[config.mk]
export PLATFORM = sky130hd
export DESIGN_NAME = vita49_trigger
export DESIGN_NICKNAME = d
export VERILOG_FILES = /design/src/rtl/vita49_trig_pkg.sv /design/src/rtl/vita49_trig_framer.sv /design/src/rtl/vita49_trigger.sv
export SDC_FILE = /design/constraint.sdc
export NUM_CORES = 1
export LEC_CHECK = 0
export ABC_AREA = 1
export BUFFER_PORTS_ARGS = -buffer_cell sky130_fd_sc_hd__buf_2
export CAP_MARGIN = 30
export CORE_MARGIN = 4
export CORE_UTILIZATION = 48
export DETAILED_ROUTE_END_ITERATION = 12
export MAX_ROUTING_LAYER = met4
export PLACE_DENSITY = 0.78
export SYNTH_ARGS = -nofsm -noshare
export SYNTH_HDL_FRONTEND = slang
export SYNTH_SLANG_ARGS = --single-unit
[constraint.sdc]
create_clock -name samp_clk -period 7.1 [get_ports samp_clk]
set_input_delay 0.71 -clock samp_clk [delete_from_list [all_inputs] [get_ports samp_clk]]
set_output_delay 0.71 -clock samp_clk [all_outputs]
set_load 0.01 [all_outputs]
[src/rtl/vita49_trig_pkg.sv]
// Shared definitions for the VITA49 timed sample gate: FSM state encoding and
// ctrl/status register bit positions.
package vita49_trig_pkg;

   typedef enum logic [1:0] {
      ST_IDLE  = 2'd0,
      ST_ARMED = 2'd1,
      ST_RUN   = 2'd2
   } state_t;

   localparam int CTRL_ARM   = 0;
   localparam int CTRL_CONT  = 1;
   localparam int CTRL_IMM   = 2;
   localparam int CTRL_ABORT = 3;

   localparam int STAT_LATE    = 2;
   localparam int STAT_DONE    = 3;
   localparam int STAT_ABORTED = 4;

endpackage

[src/rtl/vita49_trig_framer.sv]
// Sample/packet counters of the VITA49 trigger: forwards gated samples with one
// cycle of latency and marks sop/eop/out_tsf for fixed-length packets.
module vita49_trig_framer
#(
   parameter int DATA_W  = 32,
   parameter int PKT_LEN = 256,
   parameter int CNT_W   = 32
) (
   input  logic              clk,
   input  logic              rst,
   input  logic              clear,
   input  logic              run,
   input  logic              continuous,
   input  logic [CNT_W-1:0]  burst_len,
   input  logic [63:0]       tsf,
   input  logic              in_valid,
   input  logic [DATA_W-1:0] in_data,
   output logic              out_valid,
   output logic [DATA_W-1:0] out_data,
   output logic              out_sop,
   output logic              out_eop,
   output logic [63:0]       out_tsf,
   output logic              pkt_open,
   output logic              burst_end
);

   localparam int IDX_W = $clog2(PKT_LEN);
   localparam logic [IDX_W-1:0] IDX_LAST = IDX_W'(PKT_LEN - 1);

   logic [CNT_W-1:0] cnt;
   logic [IDX_W-1:0] pkt_idx;
   logic             accept;
   logic             last;
   logic             sop;
   logic             eop;

   // The sample counter never passes burst_len, so != is the remaining-samples test.
   assign accept    = run && in_valid && (continuous || (cnt != burst_len));
   assign last      = !continuous && (cnt == burst_len - CNT_W'(1));
   assign sop       = (pkt_idx == '0);
   assign eop       = (pkt_idx == IDX_LAST) || last;
   assign pkt_open  = (pkt_idx != '0);
   assign burst_end = run && !continuous && ((cnt == burst_len) || (accept && last));

   // NOTE: state and outputs use non-blocking assignments so every register samples pre-edge values.
   always_ff @(posedge clk or posedge rst) begin
      if (rst) begin
         out_valid <= 1'b0;
         out_data  <= '0;
         out_sop   <= 1'b0;
         out_eop   <= 1'b0;
         out_tsf   <= '0;
         cnt       <= '0;
         pkt_idx   <= '0;
      end else begin
         out_valid <= accept;
         out_sop   <= accept && sop;
         out_eop   <= accept && eop;
         if (accept) begin
            out_data <= in_data;
            if (sop) out_tsf <= tsf;
            cnt     <= cnt + CNT_W'(1);
            pkt_idx <= eop ? '0 : pkt_idx + IDX_W'(1);
         end else if (clear) begin
            cnt     <= '0;
            pkt_idx <= '0;
         end
      end
   end

endmodule

[src/rtl/vita49_trigger.sv]
// Timed sample gate: arms on a tsf trigger and passes a burst of samples as packets.
// Optional periodic re-arm is built when VITA49_TRIG_PERIODIC_EN is defined.
module vita49_trigger
   import vita49_trig_pkg::*;
#(
   parameter int DATA_W  = 32,
   parameter int PKT_LEN = 256,
   parameter int CNT_W   = 32
) (
   input  logic              samp_clk,
   input  logic              ARESET,
   input  logic [31:0]       ctrl,
   input  logic [63:0]       trig_tsf,
   input  logic [63:0]       trig_period,
   input  logic [CNT_W-1:0]  burst_len,
   input  logic [63:0]       tsf,
   input  logic              in_valid,
   input  logic [DATA_W-1:0] in_data,
   output logic              out_valid,
   output logic [DATA_W-1:0] out_data,
   output logic              out_sop,
   output logic              out_eop,
   output logic [63:0]       out_tsf,
   output logic              out_abort,
   output logic [31:0]       status
);

   state_t           state, state_nxt;
   logic [63:0]      trig_l;
   logic [CNT_W-1:0] blen_l;
   logic             cont_l;
   logic             arm_q, arm_qq;
   logic             late, done, aborted;
   logic             abort, arm_edge, fire, gate;
   logic             burst_end, pkt_open;
   logic             load, set_late, set_done, abort_pulse;
   logic             unused;
`ifdef VITA49_TRIG_PERIODIC_EN
   logic             rearm;
   logic [63:0]      next_trig;
   assign next_trig = trig_l + trig_period;
`endif

   assign abort    = ctrl[CTRL_ABORT];
   assign arm_edge = arm_q && !arm_qq;
   assign fire     = (state == ST_ARMED) && (tsf >= trig_l);
   assign gate     = !abort && ((state == ST_RUN) || fire);
   assign status   = {27'd0, aborted, done, late, state};
   assign unused   = ^{ctrl[31:4], trig_period};

   // NOTE: every combinational output gets a default first, so no path can infer a latch.
   always_comb begin
      state_nxt   = state;
      load        = 1'b0;
      set_late    = 1'b0;
      set_done    = 1'b0;
      abort_pulse = 1'b0;
`ifdef VITA49_TRIG_PERIODIC_EN
      rearm       = 1'b0;
`endif
      if (abort) begin
         state_nxt   = ST_IDLE;
         abort_pulse = pkt_open;
      end else begin
         case (state)
            ST_IDLE: begin
               if (arm_edge) begin
                  load = 1'b1;
                  if (ctrl[CTRL_IMM])     state_nxt = ST_RUN;
                  else if (trig_tsf <= tsf) set_late = 1'b1;
                  else                    state_nxt = ST_ARMED;
               end
            end
            ST_ARMED: if (fire) state_nxt = ST_RUN;
            ST_RUN:   ;
            default:  state_nxt = ST_IDLE;
         endcase
         if (gate && burst_end) begin
            set_done  = 1'b1;
            state_nxt = ST_IDLE;
`ifdef VITA49_TRIG_PERIODIC_EN
            if (trig_period != '0) begin
               rearm = 1'b1;
               if (next_trig <= tsf) set_late  = 1'b1;
               else                  state_nxt = ST_ARMED;
            end
`endif
         end
      end
   end

   always_ff @(posedge samp_clk or posedge ARESET) begin
      if (ARESET) begin
         state     <= ST_IDLE;
         trig_l    <= '0;
         blen_l    <= '0;
         cont_l    <= 1'b0;
         arm_q     <= 1'b0;
         arm_qq    <= 1'b0;
         late      <= 1'b0;
         done      <= 1'b0;
         aborted   <= 1'b0;
         out_abort <= 1'b0;
      end else begin
         arm_q     <= ctrl[CTRL_ARM];
         arm_qq    <= arm_q;
         state     <= state_nxt;
         out_abort <= abort_pulse;
         if (load) begin
            trig_l  <= trig_tsf;
            blen_l  <= burst_len;
            cont_l  <= ctrl[CTRL_CONT];
            late    <= 1'b0;
            done    <= 1'b0;
            aborted <= 1'b0;
         end
`ifdef VITA49_TRIG_PERIODIC_EN
         if (rearm) trig_l <= next_trig;
`endif
         if (set_late) late    <= 1'b1;
         if (set_done) done    <= 1'b1;
         if (abort)    aborted <= 1'b1;
      end
   end

   vita49_trig_framer #(
      .DATA_W  (DATA_W),
      .PKT_LEN (PKT_LEN),
      .CNT_W   (CNT_W)
   ) u_framer (
      .clk        (samp_clk),
      .rst        (ARESET),
      .clear      (!gate),
      .run        (gate),
      .continuous (cont_l),
      .burst_len  (blen_l),
      .tsf        (tsf),
      .in_valid   (in_valid),
      .in_data    (in_data),
      .out_valid  (out_valid),
      .out_data   (out_data),
      .out_sop    (out_sop),
      .out_eop    (out_eop),
      .out_tsf    (out_tsf),
      .pkt_open   (pkt_open),
      .burst_end  (burst_end)
   );

endmodule
==> flow_summary.json, run 1 <==
{
  "outcome": "complete, no violations",
  "p_comb_frac": 0.311,
  "num_rows": 63,
  "cpMostUsedCell": "nand2_1",
  "ys.flop_type": "dfrtp_1",
  "initial_utilization": 0.4921,
  "dp_cells": 2553,
  "cts_tree": "built",
  "grt_pass1_vias": 13661,
  "period_needed_ns": 3.456,
  "clock_latency_ns": 0.56,
  "cp.arrival_ns": 3.92,
  "tightestPinTransition_ns": 0.8753,
  "viasPerCell": 5.097,
  "post-cts-setup-buffers": 0,
  "numCtsBuffers": 29,
  "fp.dieH_microns": 183.2,
  "die_w_microns": 183.2,
  "async_flop_share": 1.000,
  "final_cell_mix": "nand2_1 (560), buf_2 (303), inv_1 (245)",
  "hpwl_microns": 31720,
  "final_cells": 2617,
  "synth-edff-count": 0,
  "finalWorstSetupSlack_ns": 3.644,
  "grt_usage": 0.2494,
  "cp-end-kind": "flip-flop",
  "antenna_found_initial": 11,
  "p_leak_nw": 9.280,
  "tns_ns": 0,
  "start_kind": "flip-flop",
  "min_period_over_period": 0.4867,
  "crit_type": "flip-flop to flip-flop",
  "ys_warn_count": 0,
  "power.total_mw": 5.121,
  "final_antenna_net_count": 0,
  "synthesis.area_sq_um": 14740,
  "htreeDepth": 1,
  "drive_above_1_share": 0.1711,
  "place_congestion": 0.9375,
  "path_delay_family": "simple AND/OR/NAND/NOR gates",
  "cp_slowest_cell": "buf_4",
  "fmax_mhz": 289.4,
  "wire_per_inst_microns": 15.78,
  "die_area_sq_um": 33580,
  "seq_area_frac_synth": 0.4142,
  "p_int_mw": 3.306,
  "drt_iter0_drc": 871,
  "io_buffers": 303,
  "syn-instance-count": 1909,
  "grt_overflow": 0,
  "synth_cell_types": 41,
  "postLayoutCoreUtil": 0.5832,
  "cts_hold_buf": 0,
  "cap_violations": 0,
  "core_sq_um": 29950,
  "fillers": 2732,
  "switchingPower_mw": 1.815,
  "clockPowerShare": 0.290,
  "peakVddDrop_uv": 224.9,
  "dr.pass1.iters": 5,
  "max_stage_delay_ns": 0.77,
  "syn_to_final_growth_pct": 18.50,
  "crit_path_cell_trace": "inv_1 > ha_1 > nand2_1 > inv_1 > nand2_1 > nand2_1 > nand2_1 > nand2_1 > nor2_1 > nand2_1 > nand2_1 > nand2_1 > nand2_1 > nand2_1 > nand2_2 > nand2_4 > nand2_2 > nor2_4 > nand2_4 > buf_4 > nand2_1 > o21ai_1",
  "hold_viol_final": 0,
  "layout.nets": 2618,
  "cts_sinks": 244,
  "grt_max_degree": 149,
  "hold_class": "input port to async pin",
  "clockBufferDepth": 3,
  "slew-limit-headroom": 0.4165,
  "setup_viol": 0,
  "cts.repair.resized": 0,
  "avgSynthCellArea_sq_um": 7.722,
  "swShare": 0.3545,
  "grt_pass1_wl_microns": 66960,
  "critPathBufInv": 3,
  "cp_max_fo": 88,
  "seqPwrFrac": 0.398,
  "path_clk_slew_ns": 0.06,
  "slew_viol_final": 0,
  "clockRootBuffer": "clkbuf_16",
  "num_io_pins": 423,
  "final_common_cell": "nand2_1",
  "synth-seq-cells": 244,
  "vias": 13338,
  "cp.required_ns": 7.57,
  "post-place-ws_ns": 3.189,
  "drc": 0,
  "p_per_area_nw_per_um2": 293.2,
  "grt_setup_unrepaired": "false",
  "skew_ns": 0.02317,
  "routed_wl_microns": 41300
}
==> cell usage after synthesis, types with 4 or more instances <==
library cell	count	share of area
xnor2_1	20	0.012
o21ai_1	74	0.025
nor4_1	18	0.0076
ha_1	132	0.11
nor3_1	22	0.0075
buf_2	16	0.0054
nand2_2	4	0.0017
dfrtp_1	244	0.41
nand2_1	560	0.14
nand4_1	30	0.013
nand3b_1	6	0.0031
buf_4	36	0.018
o21a_1	4	0.0020
clkbuf_1	23	0.0059
nor2_1	128	0.033
nor2_2	5	0.0021
xor2_1	37	0.022
o21ai_0	127	0.043
inv_1	246	0.063
a21oi_1	62	0.021
nand3_1	79	0.027
==> power by group through the flow <==
stage	Combinational (mW)	Sequential, mW	Clock, mW
after floorplan	0.883	2.14	0
after global placement	1.53	2.04	0
after detailed placement	1.59	2.06	0
after CTS	1.61	2.04	1.53
after global routing	1.82	2.09	1.58
final	1.59	2.04	1.49
==> area by class of cell <==
class                   count  area [sq um]  share of cell area
flip-flops and latches    244          6106              0.3495
well taps                 390         488.0             0.02793
clock buffers              36         772.0             0.04419
repair buffers            312          1642             0.09398
diodes                     12         30.03            0.001719
multi-input cells        1361          7323              0.4192
clock inverters            15         176.4             0.01010
inverters                 247         930.9             0.05329
==> routing by layer <==
layer	routed length (microns)	track usage	vias to the layer above
li1	-	-	6658
met1	17080	0.3031	6147
met2	19830	0.4160	425
met3	2710	0.04562	108
met4	1678	0.09356	0
met5	0	-	-
==> flip-flops by register name, indices dropped and copies added (netlist names) <==
name / flops
u_framer.out_valid: 1
done: 1
trig_l: 64
u_framer.out_eop: 1
state: 2
arm_q: 1
u_framer.pkt_idx: 8
u_framer.out_sop: 1
cont_l: 1
aborted: 1
arm_qq: 1
out_abort: 1
u_framer.out_tsf: 64
late: 1
u_framer.cnt: 32
u_framer.out_data: 32
blen_l: 32
==> worst reg2reg max path: stages, from the launching register on <==
cell and delay (ns):
dfrtp_1 0.36, inv_1 0.07, ha_1 0.24, nand2_1 0.10, inv_1 0.04, nand2_1 0.05
nand2_1 0.05, nand2_1 0.05, nand2_1 0.05, nor2_1 0.09, nand2_1 0.08, nand2_1 0.06
nand2_1 0.08, nand2_1 0.07, nand2_1 0.08, nand2_2 0.12, nand2_4 0.16, nand2_2 0.12
nor2_4 0.04, nand2_4 0.35, buf_4 0.80, nand2_1 0.17, o21ai_1 0.12
==> cells by family after synthesis <==
group | count (synthesis) | share of synthesized area
AOI/OAI and AO/OA | 279 | 0.09753
adders and majority gates | 132 | 0.1120
DFF | 244 | 0.4142
and+or+nand+nor | 866 | 0.2458
xor gates and xnor gates | 57 | 0.03387
other | 1 | 0.0002544
buffers and inverters | 330 | 0.09626
==> path summary, 6_finish.rpt <==
| path | from | to | slack (ns) | cells past startpoint |
|---|---|---|---|---|
| max in group asynchronous | ARESET | u_framer.out_data[30]$_DFFE_PP0P_ | 5.76 | 3 |
| worst max register to register | trig_l[11]$_DFFE_PP0P_ | u_framer.out_tsf[42]$_DFFE_PP0P_ | 3.64 | 22 |
| min in group samp_clk | ctrl[0] | arm_q$_DFF_PP0_ | 0.26 | 1 |
| worst min-delay path | ARESET | u_framer.out_tsf[53]$_DFFE_PP0P_ | 0.19 | 2 |
| worst max-delay path | trig_l[11]$_DFFE_PP0P_ | u_framer.out_tsf[42]$_DFFE_PP0P_ | 3.64 | 22 |
| worst min register to register | arm_q$_DFF_PP0_ | arm_qq$_DFF_PP0_ | 0.41 | 0 |
==> stage by stage <==
stage	hold WS (ns)	area [sq um]
final	0.1920	17470
after global routing	0.2155	17470
after CTS	0.1944	17410
after detailed placement	0.4063	16460
after global placement	0.4142	16420
after floorplan	0.3543	14840
Power figures use the tool's default switching activity.
==> run 2: changes to the inputs <==
- CORE_UTILIZATION: 48 -> 53
- PLACE_DENSITY: 0.78 -> 0.81
- clock period: 7.1 -> 3.44 ns (I/O delays scaled with it)
==> run 2 against run 1 <==
Against the previous run:
- flip-flop and latch count did not move
- via count rose by 3.3%
- register-to-register slack got worse by 3.2 ns
- global-route usage rose by 2.8 points
- core utilization rose by 8.6 points
- worst setup slack got worse by 3.2 ns
- largest cell class unchanged
==> flow_summary.json, run 2 (synthesis gave the netlist of run 1 again) <==
{
  "cts.repair.resized": 0,
  "fmax_mhz": 333.3,
  "post-place-ws_ns": 0.4285,
  "p_leak_nw": 9.583,
  "die_w_microns": 174.8,
  "p_per_area_nw_per_um2": 601.2,
  "worst_hold_slack_ns": 0.02635,
  "die_area_sq_um": 30540,
  "tns_ns": 0,
  "cap_violations": 0,
  "grt_usage": 0.2775,
  "peakVddDrop_uv": 606.3,
  "cts_hold_buf": 61,
  "finalWorstSetupSlack_ns": 0.4395,
  "crit_path_cell_trace": "inv_1 > ha_1 > nand4_1 > nor3_2 > nand2_1 > nor3_1 > nand2_1 > nand2_1 > nand2_2 > nand2_4 > nand2_2 > nor2_4 > nand2_4 > buf_12 > nand2_1 > o21ai_1",
  "cp-end-kind": "flip-flop",
  "layout.nets": 2679,
  "postLayoutCoreUtil": 0.6688,
  "reg.largest.list": "trig_l (64), u_framer.out_tsf (64)",
  "cts_sinks": 244,
  "hold_viol_final": 0,
  "outcome": "complete, no violations",
  "tightestPinTransition_ns": 1.008,
  "setup_viol": 0,
  "wire_per_inst_microns": 15.90,
  "grt_overflow": 0,
  "skew_ns": 0.01691,
  "min_period_over_period": 0.8723,
  "io_buffers": 303,
  "cp_max_fo": 127,
  "power.total_mw": 10.93,
  "holdPathStages": 3,
  "final_antenna_net_count": 0,
  "clock_latency_ns": 0.55,
  "ff2ff_setup_slack_ns": 0.44,
  "hpwl_microns": 31060,
  "drt_iter0_drc": 940,
  "cp.arrival_ns": 3.40,
  "routed_wl_microns": 42290,
  "numCtsBuffers": 28,
  "clockBufferDepth": 3,
  "drive_above_1_share": 0.1670,
  "slew-limit-headroom": 0.3275,
  "place_congestion": 0.9109,
  "post-cts-setup-buffers": 0,
  "dr.pass1.iters": 5,
  "cp.required_ns": 3.84,
  "cts_tree": "built",
  "viasPerCell": 5.183,
  "period_needed_ns": 3.001,
  "grt_setup_unrepaired": "false",
  "cp_slowest_cell": "dfrtp_1",
  "final_cell_mix": "nand2_1 (560), buf_2 (303), inv_1 (245)",
  "crit_type": "flip-flop to flip-flop",
  "r2r_cells": 16,
  "initial_utilization": 0.5424,
  "hold_class": "input port to flip-flop",
  "num_rows": 60,
  "path_clk_slew_ns": 0.06,
  "final_common_cell": "nand2_1",
  "cpMostUsedCell": "nand2_1",
  "grt_pass1_vias": 13755,
  "htreeDepth": 1,
  "start_kind": "flip-flop",
  "regToRegEndpoint": "u_framer.out_tsf[53]$_DFFE_PP0P_",
  "antenna_found_initial": 9,
  "core_sq_um": 27180,
  "max_stage_delay_ns": 0.32,
  "vias": 13782,
  "fp.dieH_microns": 174.8,
  "drc": 0,
  "slew_viol_final": 0,
  "grt_pass1_wl_microns": 67970,
  "clockRootBuffer": "clkbuf_16",
  "hold_start": "trig_tsf[26]",
  "timing.rr.start": "trig_l[53]$_DFFE_PP0P_",
  "hold_end": "trig_l[26]$_DFFE_PP0P_",
  "syn_to_final_growth_pct": 23.30,
  "num_io_pins": 423,
  "grt_max_degree": 169
}
## run 2: changes by cell type in the layout (fill, tap and decap cells not counted)
cell | previous run | this run
inv_6 | 1 | 0
buf_12 | 3 | 6
buf_4 | 5 | 4
clkbuf_8 | 2 | 8
bufinv_16 | 3 | 6
clkinv_8 | 0 | 1
clkbuf_1 | 5 | 4
clkbuf_16 | 29 | 28
diode_2 | 12 | 11
dlygate4sd3_1 | 0 | 61
clkinv_2 | 7 | 0
buf_16 | 1 | 0
inv_16 | 1 | 0
## run 2: power breakdown
part           leakage (nW)  switching, mW  total [mW]  internal (mW)
combinational          5.98           2.04        3.39           1.35
clock                 0.499           1.23        3.34           2.11
sequential             3.11          0.496        4.20           3.71
total                  9.58           3.76        10.9           7.17
## run 2: through the flow
step | instances | instance area [sq um]
floorplan | 1935 | 14840
CTS | 2648 | 18150
detailed placement | 2537 | 16490
finish | 2659 | 18170
global placement | 2537 | 16490
global route | 2657 | 18170
## run 2: worst max path at each step
stage	startpoint	endpoint	slack, ns	depth (start not counted)
floorplan	ARESET	aborted$_DFFE_PP0P_	-0.11	1
global placement	tsf[55]	u_framer.out_tsf[55]$_DFFE_PP0P_	0.52	16
detailed placement	tsf[55]	u_framer.out_tsf[37]$_DFFE_PP0P_	0.43	16
CTS	trig_l[55]$_DFFE_PP0P_	u_framer.out_tsf[53]$_DFFE_PP0P_	0.52	16
global route	trig_l[15]$_DFFE_PP0P_	u_framer.out_tsf[53]$_DFFE_PP0P_	0.21	20
finish	trig_l[53]$_DFFE_PP0P_	u_framer.out_tsf[53]$_DFFE_PP0P_	0.44	16
## run 2: critical path, delay by kind of cell, from the launching register on
family          cells  cell delay, ns
compound gates      1            0.09
buf+inv             2            0.27
fa+ha+maj           1            0.30
simple gates       12            1.70
flops               1            0.32
## run 2: layout make-up
class                   instances  area [sq um]
fillers                      2256          9001
multi-input cells            1361          7323
flip-flops and latches        244          6106
repair buffers                374          2277
inverters                     247         930.9
clock buffers                  40         825.8
well taps                     372         465.4
clock inverters                10         219.0
diodes                         11         27.53
## run 2: metal layers
metal,up-vias,GRT usage,wire [microns]
li1,6791,-,-
met1,6438,0.3391,17570
met2,436,0.4661,20420
met3,117,0.04911,2667
met4,0,0.09853,1636
met5,-,-,0
==> run 3: changes to the inputs <==
- clock period: 3.44 -> 3.3 ns (I/O delays scaled with it)
==> run 3 against run 2 <==
Against the previous run:
- combinational power up 3%
- final area is 1.1% lower
- register-to-register slack got worse by 0.13 ns
- core utilization fell by 0.74 points
- clock power is 14% lower
- wire length down 1.4%
- largest cell class unchanged
==> flow_summary.json, run 3 (synthesis gave the netlist of run 1 again) <==
{
  "routed_wl_microns": 41680,
  "period_needed_ns": 2.986,
  "grt_overflow": 0,
  "grt_pass1_wl_microns": 67040,
  "numCtsBuffers": 28,
  "min_period_over_period": 0.9048,
  "hold_class": "input port to flip-flop",
  "layout.nets": 2683,
  "drc": 0,
  "clockRootBuffer": "clkbuf_16",
  "initial_utilization": 0.5424,
  "final_cell_mix": "nand2_1 (560), buf_2 (303), inv_1 (245)",
  "seqPwrFrac": 0.407,
  "wire_per_inst_microns": 15.70,
  "num_rows": 60,
  "reg.largest.list": "trig_l (64), u_framer.out_tsf (64)",
  "drive_above_1_share": 0.1629,
  "hold_viol_final": 0,
  "swShare": 0.3558,
  "die_w_microns": 174.8,
  "fmax_mhz": 334.9,
  "start_kind": "flip-flop",
  "p_comb_frac": 0.325,
  "clockPowerShare": 0.267,
  "final_common_cell": "nand2_1",
  "grt_max_degree": 169,
  "vias": 13643,
  "post-cts-setup-buffers": 0,
  "die_area_sq_um": 30540,
  "skew_ns": 0.01220,
  "clock_latency_ns": 0.55,
  "cpMostUsedCell": "nand2_1",
  "crit_path_cell_trace": "inv_1 > ha_1 > nand4_1 > nor2_2 > nand2_1 > nor3_1 > nand2_1 > nand2_1 > nand2_2 > nand2_4 > nand2_2 > nor2_4 > buf_4 > o21ai_0 > o21ai_0",
  "grt_setup_unrepaired": "false",
  "cts_sinks": 244,
  "timing.rr.start": "trig_l[63]$_DFFE_PP0P_",
  "setup_viol": 0,
  "core_sq_um": 27180,
  "dr.pass1.iters": 5,
  "switchingPower_mw": 3.831,
  "grt_pass1_vias": 13667,
  "tightestPinTransition_ns": 0.9904,
  "hold_start": "trig_tsf[4]",
  "final_antenna_net_count": 0,
  "cp_max_fo": 58,
  "cap_violations": 0,
  "outcome": "complete, no violations",
  "p_per_area_nw_per_um2": 599.0,
  "worstSetupStartpoint": "trig_l[63]$_DFFE_PP0P_",
  "cp-end-kind": "flip-flop",
  "p_int_mw": 6.936,
  "place_congestion": 0.9138,
  "p_leak_nw": 9.497,
  "syn_to_final_growth_pct": 21.93,
  "slew_viol_final": 0,
  "fp.dieH_microns": 174.8,
  "cp.arrival_ns": 3.44,
  "num_io_pins": 423,
  "grt_usage": 0.2724,
  "max_stage_delay_ns": 0.53,
  "cp.required_ns": 3.75,
  "cts_tree": "built",
  "peakVddDrop_uv": 433.7,
  "antenna_found_initial": 5,
  "viasPerCell": 5.139,
  "crit_type": "flip-flop to flip-flop",
  "tns_ns": 0,
  "clockBufferDepth": 3,
  "slew-limit-headroom": 0.3390,
  "drt_iter0_drc": 861,
  "hpwl_microns": 30600,
  "cp_slowest_cell": "buf_4",
  "path_clk_slew_ns": 0.06,
  "path_delay_family": "simple AND/OR/NAND/NOR gates",
  "worst_hold_slack_ns": 0.01744,
  "critPathBufInv": 2,
  "htreeDepth": 1,
  "power.total_mw": 10.77,
  "io_buffers": 303
}
run 3: cell count changes in the layout (fill, tap and decap cells not counted), sizes merged:
cell and delta:
dlygate4sd3 +4, bufinv -6, clkinvlp -2, diode -5, clkinv +2, clkbuf +3
run 3: path summary, 6_finish.rpt:
path                                               endpoint  slack (ns)  cells past startpoint
setup reg to reg               u_framer.cnt[24]$_DFFE_PP0P_        0.31                     15
max in group asynchronous  u_framer.out_tsf[10]$_DFFE_PP0P_        1.99                      4
min in group asynchronous            trig_l[51]$_DFFE_PP0P_        0.37                      3
hold / removal                        trig_l[4]$_DFFE_PP0P_        0.02                      3
setup / recovery               u_framer.cnt[24]$_DFFE_PP0P_        0.31                     15
hold reg to reg                            arm_qq$_DFF_PP0_        0.43                      0
run 3: layout make-up:
type	instances	area, sq um
fillers	2312	9203
multi-input cells	1361	7323
flip-flops and latches	244	6106
repair buffers	378	2292
inverters	247	930.9
clock buffers	43	807.0
well taps	372	465.4
clock inverters	4	33.78
diodes	6	15.01
run 3: tightest hold or removal path, stage by stage:
cell	delay (ns)
buf_2	0.09
nand2_1	0.05
o21ai_0	0.06
run 3: timing repair:
item,in CTS,in global routing
gates resized for setup,0,0
endpoints found under the hold margin,81,0
hold buffers,65,0
run 3: stage by stage:
step,utilization,setup WS (ns),instance area (sq um),std cells
2_1_floorplan,-,-0.2338,14840,1935
3_3_place_gp,0.6059,0.3736,16470,2537
3_5_place_dp,0.6059,0.2451,16470,2537
4_1_cts,0.6608,0.3272,17960,2649
5_1_grt,0.6613,0.07850,17970,2654
6_report,0.6614,0.3140,17970,2655
run 3: routing by layer:
layer / GRT usage / routed length, microns
met1: 0.3365 / 17530
met2: 0.4625 / 20190
met3: 0.04479 / 2523
met4: 0.08347 / 1432
met5: - / 0
run 3: power groups by stage:
stage          clock network (mW)  registers (mW)  logic, mW
2_1_floorplan                   0            4.60       1.90
3_3_place_gp                    0            4.38       3.30
3_5_place_dp                    0            4.41       3.42
4_1_cts                      2.94            4.37       3.51
5_1_grt                      3.09            4.49       3.98
6_report                     2.88            4.39       3.50
